$ cat config.mk
export PLATFORM = sky130hd
export DESIGN_NAME = chunked_adder
export DESIGN_NICKNAME = d
export VERILOG_FILES = /design/src/rtl/adder_pkg.sv /design/src/rtl/chunk_add.sv /design/src/rtl/chunked_adder.sv
export SDC_FILE = /design/constraint.sdc
export NUM_CORES = 1
export LEC_CHECK = 0
export CAP_MARGIN = 20
export CORE_ASPECT_RATIO = 2
export CORE_MARGIN = 1.5
export CORE_UTILIZATION = 55
export DETAILED_ROUTE_END_ITERATION = 16
export GPL_TIMING_DRIVEN = 0
export PLACE_DENSITY = 0.84
export SYNTH_ARGS = -nofsm -noshare
export SYNTH_HDL_FRONTEND = slang
export SYNTH_SLANG_ARGS = --single-unit
$ cat constraint.sdc
create_clock -name clk -period 5.7 [get_ports clk]
set_input_delay 1.14 -clock clk [delete_from_list [all_inputs] [get_ports clk]]
set_output_delay 1.14 -clock clk [all_outputs]
set_load 0.005 [all_outputs]
$ cat src/rtl/adder_pkg.sv
// Shared definitions for the adder family (rca, cla, prefix, chunked).
// The chunked adder's ovf port and logic exist only when ADDER_OVF_EN is defined.
package adder_pkg;

  localparam int DEF_N = 64;
  localparam int DEF_W = 16;

  typedef enum logic [1:0] {
    IDLE = 2'd0,
    RUN  = 2'd1,
    DONE = 2'd2
  } adder_state_e;

  function automatic int num_chunks(input int n, input int w);
    return n / w;
  endfunction

endpackage

$ cat src/rtl/chunk_add.sv
// Combinational W-bit slice adder used by chunked_adder.
// With ADDER_OVF_EN it also exposes the carry into its top bit.
module chunk_add #(
  parameter int W = 16
) (
  input  logic [W-1:0] a_s,
  input  logic [W-1:0] b_s,
  input  logic         c_in,
  output logic [W-1:0] s,
  output logic         c_out
`ifdef ADDER_OVF_EN
  ,
  output logic         c_msb_in
`endif
);

  logic [W:0] full;

  assign full  = {1'b0, a_s} + {1'b0, b_s} + {{W{1'b0}}, c_in};
  assign s     = full[W-1:0];
  assign c_out = full[W];

`ifdef ADDER_OVF_EN
  // Top sum bit is a ^ b ^ carry-in, so the carry-in can be recovered from it.
  assign c_msb_in = a_s[W-1] ^ b_s[W-1] ^ full[W-1];
`endif

endmodule

$ cat src/rtl/chunked_adder.sv
// Multi-cycle N-bit adder/subtractor, one W-bit slice per cycle, LSB slice first.
// Define ADDER_OVF_EN to add the registered signed-overflow output ovf.
module chunked_adder
  import adder_pkg::*;
#(
  parameter int N = DEF_N,
  parameter int W = DEF_W
) (
  input  logic         clk,
  input  logic         rst_n,
  input  logic         in_valid,
  output logic         in_ready,
  input  logic [N-1:0] a,
  input  logic [N-1:0] b,
  input  logic         cin,
  input  logic         sub,
  output logic         out_valid,
  input  logic         out_ready,
  output logic [N-1:0] sum,
  output logic         cout
`ifdef ADDER_OVF_EN
  ,
  output logic         ovf
`endif
);

  localparam int C  = num_chunks(N, W);
  localparam int IW = (C > 1) ? $clog2(C) : 1;

  if ((N % W) != 0) begin : g_bad_slice
    $fatal(1, "chunked_adder: W must divide N");
  end

  adder_state_e  state_q, state_d;
  logic [N-1:0]  a_q, a_d, b_q, b_d, sum_q, sum_d;
  logic          carry_q, carry_d, cout_q, cout_d;
  logic [IW-1:0] idx_q, idx_d;
  logic [W-1:0]  a_s, b_s, s_s;
  logic          c_out_s;
  int            base;

  assign base = int'(idx_q) * W;
  assign a_s  = a_q[base +: W];
  assign b_s  = b_q[base +: W];

`ifdef ADDER_OVF_EN
  logic ovf_q, ovf_d, c_msb_s;
`endif

  chunk_add #(.W(W)) u_slice (
    .a_s      (a_s),
    .b_s      (b_s),
    .c_in     (carry_q),
    .s        (s_s),
    .c_out    (c_out_s)
`ifdef ADDER_OVF_EN
    ,
    .c_msb_in (c_msb_s)
`endif
  );

  always_comb begin
    state_d   = state_q;
    a_d       = a_q;
    b_d       = b_q;
    sum_d     = sum_q;
    carry_d   = carry_q;
    cout_d    = cout_q;
    idx_d     = idx_q;
    in_ready  = 1'b0;
    out_valid = 1'b0;
`ifdef ADDER_OVF_EN
    ovf_d     = ovf_q;
`endif
    case (state_q)
      IDLE: begin
        in_ready = 1'b1;
        if (in_valid) begin
          // Subtraction is A + ~B + 1: invert B once here, seed carry with 1.
          a_d     = a;
          b_d     = sub ? ~b : b;
          carry_d = sub ? 1'b1 : cin;
          idx_d   = '0;
          state_d = RUN;
        end
      end
      RUN: begin
        sum_d[base +: W] = s_s;
        carry_d          = c_out_s;
        idx_d            = idx_q + IW'(1);
        if (idx_q == IW'(C - 1)) begin
          cout_d  = c_out_s;
          idx_d   = '0;
          state_d = DONE;
`ifdef ADDER_OVF_EN
          ovf_d   = c_msb_s ^ c_out_s;
`endif
        end
      end
      DONE: begin
        out_valid = 1'b1;
        if (out_ready) state_d = IDLE;
      end
      default: state_d = IDLE;
    endcase
  end

  always_ff @(posedge clk or negedge rst_n) begin
    if (!rst_n) begin
      state_q <= IDLE;
      a_q     <= '0;
      b_q     <= '0;
      sum_q   <= '0;
      carry_q <= 1'b0;
      cout_q  <= 1'b0;
      idx_q   <= '0;
`ifdef ADDER_OVF_EN
      ovf_q   <= 1'b0;
`endif
    end else begin
      state_q <= state_d;
      a_q     <= a_d;
      b_q     <= b_d;
      sum_q   <= sum_d;
      carry_q <= carry_d;
      cout_q  <= cout_d;
      idx_q   <= idx_d;
`ifdef ADDER_OVF_EN
      ovf_q   <= ovf_d;
`endif
    end
  end

  assign sum  = sum_q;
  assign cout = cout_q;
`ifdef ADDER_OVF_EN
  assign ovf  = ovf_q;
`endif

endmodule

==> metrics.csv, run 1 <==
stage,metric,value,unit
global_routing,grt_use_met3,3.16,%
route,drtAntennaViolNets,0,
global_routing,grt_remaining_overflow,0,
logic_synthesis,ys_seq_area_share,52.7,%
clock_tree,cts_resized,0,
floorplan,io_pins,201,
route,wirelength,26000,µm
hold_path,min_path_type,register to register,
clock_tree,cts_made_buffers,17,
global_routing,grt_pass1_vias,7666,
finish,final_nets,1157,
logic_synthesis,synth_fp_nets,937,
sta,rsz0062_at_grt,no,
sta,fin_worst_skew,0.0111,ns
place,place.port_buffers,200,
run,drv_cap,0,
global_routing,antenna_found_initial,1,
floorplan,fp-row-count,67,
setup_path,worstPathArrival,4.72,ns
sta,fin_crit_sh,77.9,%
logic_synthesis,synth_top_area_share,52.7,%
route,detail_route.vias_per_cell,5.84,
finish,nFillCells,1173,
finish,regArea,4950,µm²
setup_path,crit_required,5.98,ns
clock_tree,cts_max_path_buffers,2,
power_and_ir_drop,vdd_ir_drop_max,0.299,mV
place,place_area,11700,µm²
route,drtIter0Drc,289,
clock_tree,clk_pin_slew,0.08,ns
finish,multiInputGateArea,4210,µm²
setup_path,r2r_cells,12,
logic_synthesis,synth-seq-cells,198,
clock_tree,post_cts_buffers,0,
setup_path,worst-setup-path-type,register to register,
clock_tree,cts_hold_buf,0,
power_and_ir_drop,seqPwrFrac,28.5,%
logic_synthesis,syn_area_per_cell,12.1,µm²
logic_synthesis,netlist-cell-type-count,44,
finish,design_area,12300,µm²
sta,hold_viol,0,
sta,setup_viol,0,
sta,holdWs,0.485,ns
global_routing,grt_use_met1,33.0,%
sta,final.setup.tns,0,ns
finish,drive_above_1_share,13.9,%
place,finalWeightedCongestion,0.881,
logic_synthesis,syn-cell-area,9400,µm²
global_routing,met2_usage,56.2,%
sta,final-max-slew-violation-count,0,
power_and_ir_drop,swShare,43.4,%
power_and_ir_drop,p_int,4650,µW
logic_synthesis,synth-edff-count,0,
global_routing,grt_usage,30.9,%
logic_synthesis,synth_warnings,0,
logic_synthesis,syn_inst,780,
route,vias,7122,
floorplan,core_region_area,16800,µm²
sta,worst_pin_slew,0.888,ns
power_and_ir_drop,clockPowerShare,14.4,%
route,wl_per_cell,21.3,µm
floorplan,die_y,188,µm
sta,relSlewSlack,40.8,%
route,first_pass_iters,4,
clock_tree,cts.sinks,198,
setup_path,cp-end-kind,register,
power_and_ir_drop,p_sw,3570,µW
sta,min_period,4.44,ns
power_and_ir_drop,leakage,0.00504,µW
logic_synthesis,synth_area_leaders,"dfrtp_1 (53%), mux2_2 (7.8%), mux4_2 (7.7%), xnor2_1 (6.6%), a22o_1 (4.3%)",
clock_tree,cts_tree,yes,
setup_path,crit_path_max_fanout,10,
clock_tree,htree_levels,4,
global_routing,grt_pass1_wl,40800,µm
clock_tree,clk_latency,0.44,ns
hold_path,holdPathStages,2,
logic_synthesis,ys.flop_type,dfrtp_1,
floorplan,die_width,95.5,µm
clock_tree,cts-root-buf,clkbuf_16,
global_routing,grt_max_degree,111,
power_and_ir_drop,p_per_area,670,nW/µm²
floorplan,dieArea,17900,µm²
floorplan,initial_core_util,56.1,%
setup_path,cp-start-kind,register,
place,hpwl,20200,µm
sta,max_freq,225,MHz
finish,area_delta_synth_final,30.5,%
logic_synthesis,synth-async-reset-ratio,100,%
global_routing,grt_busiest_layer,met2,
run_status,status,finished clean,
logic_synthesis,synth_top_area_cell,dfrtp_1,
power_and_ir_drop,p_comb_share,57.0,%
route,post-route-drc-count,0,
## worst paths after layout
kind	from	endpoint	slack, ns
max in group asynchronous	rst_n	sum[48]	4.02
min	sum[17]	sum[17]	0.48
max	idx_q[0]	sum[28]	1.26
min reg2reg	sum[17]	sum[17]	0.48
min in group asynchronous	rst_n	b_q[42]	0.67
max reg2reg	idx_q[0]	sum[28]	1.26
## placed cells by master, fill, tap and decap left out, types with 4 or more instances in the layout
master	count
a21o_1	6
a21oi_1	79
a22o_1	46
buf_1	7
buf_2	9
clkbuf_1	33
clkbuf_16	17
clkdlybuf4s50_1	199
dfrtp_1	198
ha_1	21
inv_1	11
mux2_2	65
mux4_2	32
nand2_1	38
nand2b_1	5
nor2_1	78
nor3_1	5
o21a_1	4
o21ai_0	29
xnor2_1	71
## registers in the layout, indices dropped and copies added, names as in the netlist
signal and count:
b_q 64, carry_q 1, state_q 2, sum 64
a_q 64, cout 1, idx_q 2
## Yosys cell counts (2+ instances only)
cell,number
clkbuf_1,33
ha_1,21
fa_1,2
a21o_1,6
nor2_1,78
or3_1,2
nor4_1,2
o21a_1,4
mux2_2,65
o221ai_1,2
o21ai_0,29
o21bai_1,2
and2_1,3
buf_1,7
dfrtp_1,198
inv_1,11
a22o_1,46
nor2b_1,3
a21oi_1,79
mux2i_1,2
a211oi_1,3
a31oi_1,2
nand2b_1,5
nand2_1,38
nor3_1,5
xnor2_1,71
buf_2,9
mux4_2,32
xor2_1,3
nand4_1,3
## layout make-up
type	count	area share, %
flip-flops and latches	198	40.4
clock inverters	12	0.989
well taps	207	2.11
repair buffers	201	16.6
multi-input cells	522	34.3
clock buffers	19	3.69
plain buffers	49	1.59
diodes	1	0.0204
inverters	11	0.336
## cells by family (layout without fill, tap and decap cells)
family	count (synthesis)	after routing	share of synthesized area, %
multiplexers	99	99	15.7
AND/OR/NAND/NOR	144	144	6.51
buffers and inverters	60	292	2.51
adder cells (fa/ha/maj)	23	23	3.22
flip-flops	198	198	52.7
AO/OA/AOI/OAI	182	182	12.5
other	0	1	0
XOR/XNOR	74	74	6.89
## metal layers
layer	share of wire, %	vias to the layer above
li1	-	3220
met1	33	3543
met2	57	280
met3	3.8	79
met4	5.6	0
met5	0	-
## power by group through the flow
stage	Clock, µW	Combinational [µW]	Sequential, µW
after floorplan	0	3210	2250
after global routing	1250	5140	2410
after CTS	1190	4680	2340
after detailed placement	0	4650	2360
after global placement	0	4540	2320
final	1190	4690	2350
## through the flow
| stage | std cells | power, µW | setup slack (ns) | utilization (%) |
|---|---|---|---|---|
| detailed placement | 1188 | 7000 | 1.27 | 69.8 |
| finish | 1220 | 8230 | 1.26 | 73.2 |
| floorplan | 780 | 5460 | 2.24 | - |
| global route | 1220 | 8790 | 0.981 | 73.2 |
| global placement | 1187 | 6860 | -4.36 | 69.6 |
| CTS | 1219 | 8220 | 1.22 | 73.2 |
## worst max-delay path, cell delays in order, from the launching register on
cell and delay (ns):
dfrtp_1 0.43, clkbuf_1 0.55, buf_2 0.48, mux4_2 0.61, fa_1 0.45, inv_1 0.10, fa_1 0.20, nor2b_1 0.07
o2111ai_1 0.25, nand2_1 0.20, a21oi_1 0.27, xor2_1 0.44, o21ai_0 0.20
(Power assumes the default switching activity.)
==> inputs of run 2 (changes only) <==
--- a/config.mk
+++ b/config.mk
@@ -8,10 +8,10 @@
 export CAP_MARGIN = 20
 export CORE_ASPECT_RATIO = 2
 export CORE_MARGIN = 1.5
-export CORE_UTILIZATION = 55
+export CORE_UTILIZATION = 46
 export DETAILED_ROUTE_END_ITERATION = 16
 export GPL_TIMING_DRIVEN = 0
-export PLACE_DENSITY = 0.84
+export PLACE_DENSITY = 0.75
 export SYNTH_ARGS = -nofsm -noshare
 export SYNTH_HDL_FRONTEND = slang
 export SYNTH_SLANG_ARGS = --single-unit
==> constraint.sdc (replaced) <==
create_clock -name clk -period 4 [get_ports clk]
set_input_delay 0.8 -clock clk [delete_from_list [all_inputs] [get_ports clk]]
set_output_delay 0.8 -clock clk [all_outputs]
set_load 0.005 [all_outputs]
==> run 2 against run 1 <==
Power is 43% higher. Highest routed layer unchanged. Utilization is 11 points lower. Via count is 1.5% lower. Maximum frequency is 17% higher. Sequential power is 42% higher. Worst hold slack worse by 0.15 ns. Register-to-register slack worse by 1.1 ns. Clock-buffer cell count is 1 lower. Cell area is 0.84% higher. Critical endpoint is now carry_q. Largest power group unchanged. Combinational power is 44% higher. Sequential share of layout area is 0.33 points lower.
==> metrics.csv, run 2 (synthesis gave the netlist of run 1 again) <==
stage,metric,value,unit,change
global_routing,grt_remaining_overflow,0,,unchanged
setup_path,cp-end-kind,register,,unchanged
finish,instances_no_fill,1278,,"was 1,220"
finish,drive_above_1_share,14.7,%,was 13.9%
global_routing,grt_pass1_vias,7381,,"was 7,666"
setup_path,critical_path.most_common_cell,fa_1,,unchanged
sta,rsz0062_at_grt,no,,unchanged
setup_path,cp-start-kind,register,,unchanged
setup_path,regToRegStartpoint,idx_q[0],,unchanged
setup_path,crit_path_top_delay_cell,mux4_2,,unchanged
place,finalWeightedCongestion,0.925,,was 0.881
sta,worst_pin_slew,0.870,ns,was 0.888 ns
place,place_inst,1243,,"was 1,188"
sta,max_freq,263,MHz,was 225 MHz
power_and_ir_drop,vdd_ir_drop_max,0.517,mV,was 0.299 mV
run,drv_cap,0,,unchanged
clock_tree,cts_hold_buf,0,,unchanged
floorplan,die_width,104,µm,was 95.5 µm
place,hpwl,20800,µm,"was 20,200 µm"
route,drtAntennaViolNets,0,,unchanged
setup_path,crit_family,compound AO/OA/AOI/OAI gates,,was buffers and inverters
setup_path,crit_path_max_fanout,10,,unchanged
setup_path,crit_buf_inv,3,,unchanged
floorplan,fp-row-count,73,,was 67
finish,final_nets,1157,,unchanged
finish,area_delta_synth_final,31.6,%,was 30.5%
route,detail_route.vias_per_cell,5.49,,was 5.84
setup_path,timing.rr.end,carry_q,,was sum[28]
route,vias,7013,,"was 7,122"
run_status,status,finished clean,,unchanged
setup_path,crit_required,4.32,ns,was 5.98 ns
finish,nFillCells,1624,,"was 1,173"
route,drtIter0Drc,301,,was 289
setup_path,max_stage_delay,0.54,ns,was 0.61 ns
clock_tree,post_cts_buffers,0,,unchanged
finish,layout_common_cells,"clkdlybuf4s50_1 (199), dfrtp_1 (198), nor2_1 (78), a21oi_1 (78), xnor2_1 (70)",,"was clkdlybuf4s50_1 (199), dfrtp_1 (198), a21oi_1 (79)"
route,first_pass_iters,6,,was 4
clock_tree,cts-root-buf,clkbuf_16,,unchanged
sta,min_period,3.80,ns,was 4.44 ns
sta,fin_worst_skew,0.0108,ns,was 0.0111 ns
clock_tree,cts.sinks,198,,unchanged
global_routing,grt_max_degree,118,,was 111
hold_path,min_path_type,input port to asynchronous set/reset pin,,was register to register
setup_path,r2r_cells,12,,unchanged
place,place.port_buffers,200,,unchanged
floorplan,die_y,205,µm,was 188 µm
route,wirelength,26300,µm,"was 26,000 µm"
sta,fin_crit_sh,95.1,%,was 77.9%
global_routing,grt_pass1_wl,40900,µm,"was 40,800 µm"
global_routing,grt_usage,25.7,%,was 30.9%
finish,layout_commonest_cell,clkdlybuf4s50_1,,unchanged
floorplan,core_region_area,20000,µm²,"was 16,800 µm²"
floorplan,io_pins,201,,unchanged
sta,hold_viol,0,,unchanged
setup_path,worstPathArrival,4.12,ns,was 4.72 ns
setup_path,cp_cell_sequence,clkbuf_4 -> buf_6 -> mux4_2 -> fa_1 -> inv_1 -> fa_1 -> nor2b_1 -> o2111ai_1 -> nand2_1 -> a21oi_2 -> o21ai_0 -> a221o_1,,was clkbuf_1 -> buf_2 -> mux4_2 -> fa_1 -> inv_1 -> fa_1 -> nor2b_1 -> o2111ai_1 -> nand2_1 -> a21oi_1 -> xor2_1 -> o21ai_0
sta,final.setup.tns,0,ns,unchanged
setup_path,worst-setup-path-type,register to register,,unchanged
sta,relSlewSlack,42.0,%,was 40.8%
route,post-route-drc-count,0,,unchanged
clock_tree,htree_levels,4,,unchanged
clock_tree,cts_tree,yes,,unchanged
clock_tree,clk_latency,0.43,ns,was 0.44 ns
setup_path,r2r_setup_slack,0.20,ns,was 1.26 ns
power_and_ir_drop,leakage,0.00507,µW,was 0.00504 µW
route,wl_per_cell,20.6,µm,was 21.3 µm
floorplan,initial_core_util,47.0,%,was 56.1%
power_and_ir_drop,p_per_area,952,nW/µm²,was 670 nW/µm²
sta,final-max-slew-violation-count,0,,unchanged
floorplan,dieArea,21400,µm²,"was 17,900 µm²"
global_routing,antenna_found_initial,3,,was 1
clock_tree,clk_pin_slew,0.07,ns,was 0.08 ns
clock_tree,cts_made_buffers,17,,unchanged
sta,setup_viol,0,,unchanged
clock_tree,cts_max_path_buffers,2,,unchanged
-- run 2: changes by cell type in the layout (fill, tap and decap cells not counted), moves of 2 or more --
| cell | delta |
|---|---|
| clkbuf_8 | -2 |
| inv_6 | +3 |
| clkbuf_4 | +2 |
| clkbuf_2 | +3 |
| diode_2 | +2 |
| clkinvlp_4 | -2 |
| clkbuf_1 | -3 |
-- run 2: power breakdown --
part	internal (µW)	switching, µW	leakage [µW]
Combinational	2930	3830	0.00238
Sequential	2850	478	0.00241
Clock	880	813	0.000280
-- run 2: how the worst max path moves through the flow --
stage	startpoint	endpoint	slack [ns]	depth (start not counted)
6_report	idx_q[0]	carry_q	0.20	12
2_1_floorplan	idx_q[0]	carry_q	0.54	12
3_5_place_dp	idx_q[0]	carry_q	-0.46	12
5_1_grt	idx_q[0]	sum[59]	0.02	10
4_1_cts	idx_q[0]	carry_q	0.05	12
3_3_place_gp	rst_n	sum[50]	-5.85	1
-- run 2: stage by stage --
stage / cell area [µm²] / worst slack, ns / power, µW / utilization [%] / hold WS, ns
4_1_cts: 12400 / 0.0508 / 11700 / 61.8 / 0.352
2_1_floorplan: 9400 / 0.541 / 7790 / - / 0.473
3_3_place_gp: 11700 / -5.85 / 9780 / 58.7 / 0.465
3_5_place_dp: 11800 / -0.456 / 9980 / 58.8 / 0.474
5_1_grt: 12400 / 0.0225 / 12500 / 61.9 / 0.378
6_report: 12400 / 0.196 / 11800 / 61.9 / 0.331
-- run 2: metal layers --
metal,vias up,GRT usage (%),routed length [µm]
met5,-,0,0
met1,3491,26.2,8920
met3,58,3.96,829
met2,236,49.7,15400
met4,0,13.6,1170
li1,3228,-,-
-- run 2: final cells by class --
cell class,instances,area [µm²],share of cell area (%)
Antenna cell,3,7.51,0.0607
Inverter,11,41.3,0.334
Multi-Input combinational cell,522,4230,34.2
Clock buffer,18,429,3.47
Clock inverter,14,140,1.13
Timing Repair Buffer,201,2030,16.4
Buffer,49,213,1.72
Tap cell,262,328,2.65
Sequential cell,198,4950,40.0
-- run 2: repair_timing --
action                                  4_1_cts  5_1_grt
resized for setup                             8        5
endpoints found under the hold margin         0        0
endpoints found under the setup margin       38       17
gates cloned                                  0        0
-- run 2: worst register-to-register path: stages (launching register included) --
cell and delay, ns:
dfrtp_1 0.41, clkbuf_4 0.28, buf_6 0.23, mux4_2 0.55, fa_1 0.49, inv_1 0.11
fa_1 0.21, nor2b_1 0.07, o2111ai_1 0.24, nand2_1 0.20, a21oi_2 0.27, o21ai_0 0.25
a221o_1 0.37
==> inputs of run 3 (changes only) <==
--- a/config.mk
+++ b/config.mk
@@ -6,7 +6,6 @@
 export NUM_CORES = 1
 export LEC_CHECK = 0
 export CAP_MARGIN = 20
-export CORE_ASPECT_RATIO = 2
 export CORE_MARGIN = 1.5
 export CORE_UTILIZATION = 46
 export DETAILED_ROUTE_END_ITERATION = 16
==> run 3 against run 2 <==
Clock-buffer cell count rose by 1. Clock skew fell by 0.00075 ns. Critical path type unchanged. Maximum frequency rose by 2.1%. Utilization fell by 0.54 points. Critical endpoint is now sum[46]. Global-route usage fell by 2.2 points. Die area fell by 0.24%. Largest power group unchanged. Register-to-register slack improved by 0.08 ns.
==> metrics.csv, run 3 (synthesis gave the netlist of run 1 again) <==
stage,metric,value,unit,change
route,detail_route.vias_per_cell,5.43,,was 5.49
setup_path,worst-setup-path-type,register to register,,unchanged
setup_path,crit_family,buffers and inverters,,was compound AO/OA/AOI/OAI gates
power_and_ir_drop,p_comb_share,58.2,%,was 57.4%
clock_tree,clk_pin_slew,0.07,ns,about the same
floorplan,fp-row-count,52,,was 73
place,hpwl,18600,µm,"was 20,800 µm"
sta,max_freq,269,MHz,was 263 MHz
place,place_area,11800,µm²,about the same
clock_tree,cts_max_path_buffers,2,,unchanged
global_routing,grt_remaining_overflow,0,,unchanged
sta,relSlewSlack,48.8,%,was 42.0%
floorplan,die_width,146,µm,was 104 µm
run,drv_cap,0,,unchanged
power_and_ir_drop,p_per_area,957,nW/µm²,was 952 nW/µm²
power_and_ir_drop,swShare,43.6,%,was 43.5%
setup_path,crit_buf_inv,3,,unchanged
power_and_ir_drop,leakage,0.00505,µW,was 0.00507 µW
clock_tree,post_cts_buffers,0,,unchanged
power_and_ir_drop,p_int,6680,µW,was 6660 µW
sta,layout_setup_ws,0.276,ns,was 0.196 ns
power_and_ir_drop,p_sw,5160,µW,was 5120 µW
finish,design_area,12400,µm²,about the same
power_and_ir_drop,seqPwrFrac,28.1,%,was 28.2%
floorplan,core_region_area,20200,µm²,"was 20,000 µm²"
finish,layout_commonest_cell,clkdlybuf4s50_1,,unchanged
setup_path,crit_required,4.29,ns,was 4.32 ns
global_routing,grt_pass1_vias,6950,,"was 7,381"
route,drtIter0Drc,434,,was 301
sta,final-max-slew-violation-count,0,,unchanged
finish,instances_no_fill,1281,,"was 1,278"
place,finalWeightedCongestion,0.847,,was 0.925
power_and_ir_drop,vdd_ir_drop_max,0.680,mV,was 0.517 mV
floorplan,initial_core_util,46.6,%,was 47.0%
floorplan,die_y,146,µm,was 205 µm
sta,fin_crit_sh,93.1,%,was 95.1%
route,first_pass_iters,5,,was 6
clock_tree,cts_resized,5,,was 8
sta,fin_worst_skew,0.0100,ns,was 0.0108 ns
sta,worst_pin_slew,0.768,ns,was 0.870 ns
route,drtAntennaViolNets,0,,unchanged
route,vias,6958,,"was 7,013"
clock_tree,clk_latency,0.43,ns,about the same
finish,layout_common_cells,"clkdlybuf4s50_1 (199), dfrtp_1 (198), nor2_1 (78), a21oi_1 (78), xnor2_1 (70)",,unchanged
setup_path,worstPathArrival,4.02,ns,was 4.12 ns
clock_tree,cts_tree,yes,,unchanged
place,preCtsSetupSlack,-0.347,ns,was -0.456 ns
setup_path,cp-start-kind,register,,unchanged
finish,nFillCells,1629,,"was 1,624"
sta,min_period,3.72,ns,was 3.80 ns
clock_tree,cts.sinks,198,,unchanged
sta,final.setup.tns,0,ns,unchanged
setup_path,cp-end-kind,register,,unchanged
setup_path,crit_path_max_fanout,10,,unchanged
power_and_ir_drop,fin_total_pwr,11800,µW,about the same
global_routing,grt_max_degree,112,,was 118
setup_path,max_stage_delay,0.59,ns,was 0.54 ns
clock_tree,cts-root-buf,clkbuf_16,,unchanged
finish,final_nets,1156,,"was 1,157"
finish,n_antenna_cell,0,,was 3
finish,drive_above_1_share,14.7,%,about the same
sta,hold_viol,0,,unchanged
power_and_ir_drop,clockPowerShare,13.7,%,was 14.4%
setup_path,crit_path_top_delay_cell,mux4_2,,unchanged
place,place.port_buffers,200,,unchanged
floorplan,dieArea,21300,µm²,"was 21,400 µm²"
hold_path,min_path_type,input port to asynchronous set/reset pin,,unchanged
global_routing,grt_usage,23.5,%,was 25.7%
floorplan,io_pins,201,,unchanged
place,place_inst,1251,,"was 1,243"
clock_tree,cts_made_buffers,17,,unchanged
global_routing,grt_pass1_wl,38000,µm,"was 40,900 µm"
run_status,status,finished clean,,unchanged
global_routing,antenna_found_initial,0,,was 3
clock_tree,htree_levels,4,,unchanged
clock_tree,cts_hold_buf,0,,unchanged
route,post-route-drc-count,0,,unchanged
finish,area_delta_synth_final,31.5,%,was 31.6%
sta,setup_viol,0,,unchanged
setup_path,cp_cell_sequence,buf_2 -> clkbuf_4 -> mux4_2 -> ha_1 -> clkbuf_1 -> nand4_1 -> o221ai_1 -> a21oi_1 -> nor2b_1 -> a211oi_2 -> o21ai_0,,was clkbuf_4 -> buf_6 -> mux4_2 -> fa_1 -> inv_1 -> fa_1 -> nor2b_1 -> o2111ai_1 -> nand2_1 -> a21oi_2 -> o21ai_0 -> a221o_1
route,wirelength,24400,µm,"was 26,300 µm"
route,wl_per_cell,19.0,µm,was 20.6 µm
## run 3: cell types whose count changed in the layout (fill, tap and decap cells not counted), moves of 2 or more
cell and delta:
clkinvlp_4 +3, buf_2 +2, inv_6 -2, diode_2 -3
## run 3: power groups by stage
| stage | clock [µW] | sequential, µW | combinational [µW] |
|---|---|---|---|
| detailed placement | 0 | 3350 | 6680 |
| CTS | 1650 | 3320 | 6710 |
| global placement | 0 | 3320 | 6550 |
| floorplan | 0 | 3210 | 4580 |
| global route | 1720 | 3430 | 7500 |
| finish | 1630 | 3320 | 6890 |
## run 3: layout make-up
| cell class | count | area (µm²) | share of cell area, % |
|---|---|---|---|
| flip-flops and latches | 198 | 4950 | 40.1 |
| well taps | 270 | 338 | 2.73 |
| clock buffers | 19 | 433 | 3.50 |
| plain buffers | 48 | 206 | 1.67 |
| clock inverters | 12 | 120 | 0.971 |
| multi-input cells | 522 | 4240 | 34.3 |
| inverters | 11 | 41.3 | 0.334 |
| repair buffers | 201 | 2030 | 16.4 |
## run 3: path summary, 6_finish.rpt
kind | cells after the start | from | endpoint | slack (ns)
max | 11 | idx_q[0] | sum[46] | 0.28
min | 1 | rst_n | b_q[48] | 0.32
max reg2reg | 11 | idx_q[0] | sum[46] | 0.28
min reg2reg | 2 | sum[30] | sum[30] | 0.48
max in group asynchronous | 2 | rst_n | a_q[2] | 2.70
min in group clk | 2 | sum[30] | sum[30] | 0.48
## run 3: worst register-to-register path: cells and delay by family, from the launching register on
| kind | cells | cell delay (ns) |
|---|---|---|
| simple gates | 2 | 0.34 |
| compound gates | 4 | 0.97 |
| buf+inv | 3 | 0.97 |
| flops | 1 | 0.40 |
| fa+ha+maj | 1 | 0.30 |
| mux | 1 | 0.60 |
## run 3: layer usage
metal	global-route usage (%)	share of wire (%)
met1	31.4	43
met2	38.5	49
met3	4.67	6.5
met4	8.54	2.5
met5	0	0
## run 3: stage by stage
stage               util [%]  hold slack [ns]
CTS                     61.2            0.370
floorplan                  -            0.473
global placement        58.2            0.463
detailed placement      58.4            0.473
global route            61.3            0.400
finish                  61.3            0.318
==> variant 1, RTL diff (config.mk and constraints of run 3) <==
Encoding of `adder_state_e`: now one-hot (3 bits for 3 states).
--- a/src/rtl/adder_pkg.sv
+++ b/src/rtl/adder_pkg.sv
@@ -5,10 +5,10 @@
   localparam int DEF_N = 64;
   localparam int DEF_W = 16;
 
-  typedef enum logic [1:0] {
-    IDLE = 2'd0,
-    RUN  = 2'd1,
-    DONE = 2'd2
+  typedef enum logic [2:0] {
+    IDLE = 3'b001,
+    RUN  = 3'b010,
+    DONE = 3'b100
   } adder_state_e;
 
   function automatic int num_chunks(input int n, input int w);
Behaviour: no difference found for any inputs over 4 cycles, from zero or initial values and one cycle with rst_n low; so few cycles prove little.
==> variant 1 against run 3 <==
  * Combinational power fell by 27%
  * Synthesized area up 0.77%
  * Final cell count rose by 11%
  * Wire length grew 6.1%
  * Via count increased by 9.9%
  * Total power decreased by 14%
  * Sequential cell count up 1
  * Worst setup slack got worse by 0.13 ns
  * Count of clock-buffer cells in the layout unchanged
  * Sequential power is 3% lower
  * Cell area increased by 1.2%
  * Die area rose by 0.75%
==> variant 1: results (changes against run 3) <==
num_antenna_cells: 0  # unchanged
grt_pass1_vias: 7786  # +12%
grtUsageMet1_pct: 33.19  # +1.8 points
nMultiInputCombCells: 652  # +25%
cts.sinks: 199  # +0.51%
clock_skew_ns: 0.01164  # +0.001604 ns
n_fill_cell: 1668  # +2.4%
route.met2.wl_microns: 12650  # +6.9%
synthMuxAreaShare_pct: 7.605  # -8.1 points
maxSlewHeadroom_pct: 46.34  # -2.5 points
place_inst: 1388  # +11%
final-seq-area_sq_mm: 0.004981  # +0.53%
synth_compound_area_share_pct: 12.28  # -0.24 points
drt_iter0_drc: 441  # +1.6%
clock_power_share_pct: 18.5  # +4.8 points
outcome: "finished clean"
buffers_excl_clock: 256  # +2.8%
yosysSeqAreaShare_pct: 52.56  # -0.13 points
dp_slack_ns: -0.2677  # +0.07921 ns
final-clk-cell-share_pct: 5.127  # +0.66 points
ir_drop_mv: 0.5360  # -21%
final_nets: 1294  # +12%
synthesis.nets: 1074  # +15%
p_leak_nw: 5.535  # +9.6%
use_met2_pct: 41.75  # +3.2 points
gr-usage-met3_pct: 4.281  # -0.39 points
drive_gt1_share_pct: 7.753  # -7.0 points
cpPeakStageDelay_ns: 0.62  # +0.03 ns
grt_pass1_wl_microns: 41190  # +8.4%
ys_top_cells_by_count: "303 x nand2_1, 198 x dfrtp_1, 87 x o21ai_0"
wirelength_microns: 25890  # +6.1%
slowest_stage: "clkbuf_1"
place_congestion: 0.9162  # +8.1%
route.layer.met1.wl_microns: 10890  # +4.9%
crit_arrival_ns: 4.22  # +0.20 ns
wl_per_cell_microns: 18.26  # -4.1%
synth_area_leaders: "dfrtp_1 52%, nand2_1 12%, mux4_2 7.6%"
hpwl_microns: 19670  # +5.6%
grtUsageTotal_pct: 25.08  # +1.5 points
pg_seq_w: 0.00322  # -3%
wl_met3_microns: 1637  # +3.7%
grt_max_degree: 111  # -0.89%
synth_xor_area_share_pct: 7.103  # +0.21 points
bufAreaShareNonClock_pct: 18.05  # -0.064 points
synth-adder-area-share_pct: 3.195  # -0.025 points
viasPerCell: 5.391  # -0.75%
## variant 1: cell types whose count changed in the layout (fill, tap and decap cells not counted), moves of 19 or more
cell | run 3 | this run
a21oi_1 | 78 | 11
mux2_2 | 65 | 0
nand2_1 | 38 | 303
nor2_1 | 78 | 14
o21ai_0 | 29 | 87
o31ai_1 | 0 | 19
## variant 1: path summary, 6_finish.rpt
check,start,slack [ns],to,cells after the start
worst min-delay path,rst_n,0.36,sum[40]$_DFFE_PN0P_,1
worst max-delay path,idx_q[1]$_DFFE_PN0P_,0.15,sum[63]$_DFFE_PN0P_,11
worst max register to register,idx_q[1]$_DFFE_PN0P_,0.15,sum[63]$_DFFE_PN0P_,11
min in group clk,a_q[41]$_DFFE_PN0P_,0.47,a_q[41]$_DFFE_PN0P_,2
max in group asynchronous,rst_n,2.69,b_q[22]$_DFFE_PN0P_,2
worst min register to register,a_q[41]$_DFFE_PN0P_,0.47,a_q[41]$_DFFE_PN0P_,2
## variant 1: through the flow
step / cell area (sq um) / TNS, ns / util [%]
after floorplan: 9477 / 0 / -
after global placement: 11820 / -1174.84 / 58.40
after detailed placement: 11850 / -1.862 / 58.56
after CTS: 12510 / 0 / 61.83
after global routing: 12520 / 0 / 61.87
final: 12520 / 0 / 61.87
## variant 1: cells by family after synthesis
group / Yosys count
and+or+nand+nor: 346
DFF: 199
AOI/OAI and AO/OA: 175
xor gates and xnor gates: 76
buffers and inverters: 66
muxes: 32
adders and majority gates: 23
## variant 1: what timing repair did
item | in CTS | in global routing
gates cloned | 0 | 0
resized for setup | 5 | 2
hold buffers | 0 | 0
setup endpoints to repair | 16 | 16
==> variant 2, RTL diff (config.mk and constraints of run 3) <==
Without the edit above. Build with the macro `ADDER_OVF_EN` defined.
--- a/src/rtl/chunk_add.sv
+++ b/src/rtl/chunk_add.sv
@@ -1,5 +1,7 @@
 // Combinational W-bit slice adder used by chunked_adder.
 // With ADDER_OVF_EN it also exposes the carry into its top bit.
+`define ADDER_OVF_EN
+
 module chunk_add #(
   parameter int W = 16
 ) (
Formal check against the unedited RTL (old outputs only; new: ovf): no difference found for any inputs over 4 cycles, from zero or initial values and one cycle with rst_n low; that may be too few to reach the edited logic, so the function may still have changed.
==> variant 2 against run 3 <==
  * Synthesized area rose by 2.6%
  * Wire length up 13%
  * Worst setup slack got worse by 0.13 ns
  * Cell area increased by 2.1%
  * Sequential cell count up 1
  * Largest cell class unchanged
  * Non-clock buffer count increased by 12
  * Critical endpoint is now sum[14]$_DFFE_PN0P_
  * Utilization rose by 0.47 points
  * Sequential share of layout area decreased by 0.62 points
  * Total power fell by 7.2%
==> variant 2: results (changes against run 3) <==
synthesis.nets: 1097  # +17%
grt_pass1_vias: 8001  # +15%
port_buffers: 200  # unchanged
cts.htree.levels: 4  # unchanged
ff2ff_path_depth: 12  # +1
drive_gt1_share_pct: 8.525  # -6.2 points
worstPathMaxFanout: 10  # unchanged
clkLatencyLatePin_ns: 0.45  # +0.02 ns
r2r-start: "idx_q[1]$_DFFE_PN0P_"
clock_skew_ns: 0.01369  # +0.003654 ns
outcome: "finished clean"
max-clock-path-buffers: 2  # unchanged
dp_slack_ns: -0.03091  # +0.3160 ns
grtUsageTotal_pct: 25.98  # +2.5 points
place_congestion: 0.8842  # +4.4%
ys_top_cells_by_count: "304 x nand2_1, 199 x dfrtp_1, 87 x o21ai_0"
ir_drop_mv: 0.5699  # -16%
hpwl_microns: 20620  # +11%
viasPerCell: 5.535  # +1.9%
grt_max_degree: 126  # +13%
syn_avg_cell_area_sq_um: 10.26  # -15%
antenna_found_initial: 0  # unchanged
worst_hold_slack_ns: 0.3224  # +0.004413 ns
yosysSeqAreaShare_pct: 51.62  # -1.1 points
hold_class: "in -> async"
grt_pass1_wl_microns: 43130  # +14%
n_fill_cell: 1712  # +5.1%
ys_warn_count: 0  # unchanged
wl_per_cell_microns: 19.08  # +0.15%
reg2reg_setup_slack_ns: 0.15  # -0.13 ns
period_minus_slack_ns: 3.854  # +0.1300 ns
synth_cell_type_count: 49  # +11%
num_antenna_cells: 0  # unchanged
cp-endpoint: "sum[14]$_DFFE_PN0P_"
drt_pass1_iterations: 5  # unchanged
final_nets: 1317  # +14%
place_inst: 1411  # +13%
p_leak_nw: 5.667  # +12%
drt_iter0_drc: 673  # +55%
maxSlewHeadroom_pct: 45.23  # -3.6 points
cts_resized: 1  # -4
area_growth_pct: 30.89
wirelength_microns: 27530  # +13%
cts-buffers-inserted: 17  # unchanged
synth_area_leaders: "dfrtp_1 52%, nand2_1 12%, mux4_2 7.5%"
postPlaceCellArea_sq_mm: 0.01202  # +2.1%
p_int_w: 0.006072  # -9.0%
clkTransAtPathRegs_ns: 0.07  # about the same
ctsRootBufferMaster: "clkbuf_16"
crit_arrival_ns: 4.21  # +0.19 ns
variant 2: changes by cell type after synthesis, sizes merged, moves of 9 or more:
cell           run 3  this run
nand2             38       305
a21oi             79        13
mux2              65         0
nor2              78        17
o21ai             29        89
o211ai             0        11
buf               16        25
variant 2: worst max-delay path, cell delays in order, from the launching register on:
cell and delay (ns):
dfrtp_1 0.40, clkbuf_1 0.36, clkbuf_2 0.41, mux4_2 0.43, fa_1 0.47, inv_1 0.10, fa_1 0.20, nand2b_1 0.15
a21oi_1 0.12, o31ai_2 0.37, a21oi_1 0.22, or2_1 0.32, o211ai_1 0.21
variant 2: kinds of logic after synthesis:
kind of cell	count (synthesis)	synth area share (%)
compound gates	182	12.50
xor+xnor	74	6.796
fa+ha+maj	23	3.139
buf+inv	67	3.009
flops	199	51.62
mux	36	7.886
simple gates	359	15.05
variant 2: final cells by class:
cell class	count	share of cell area, %
Timing Repair Buffer	201	16.11
Tap cell	270	2.675
Clock inverter	14	1.278
Multi-Input combinational cell	674	34.66
Sequential cell	199	39.44
Buffer	60	2.150
Inverter	7	0.2081
Clock buffer	18	3.478
variant 2: power by group through the flow:
| stage | combinational [W] | clock, W | sequential [W] |
|---|---|---|---|
| 3_5_place_dp | 0.00585 | 0 | 0.00327 |
| 3_3_place_gp | 0.00568 | 0 | 0.00325 |
| 2_1_floorplan | 0.00390 | 0 | 0.00314 |
| 6_report | 0.00595 | 0.00177 | 0.00326 |
| 4_1_cts | 0.00589 | 0.00178 | 0.00325 |
| 5_1_grt | 0.00648 | 0.00185 | 0.00333 |
variant 2: per-layer routing:
layer	global-route usage (%)	wire, microns
met5	0	0
met4	10.45	840
met3	4.877	2120
met2	41.94	13070
met1	34.82	11500
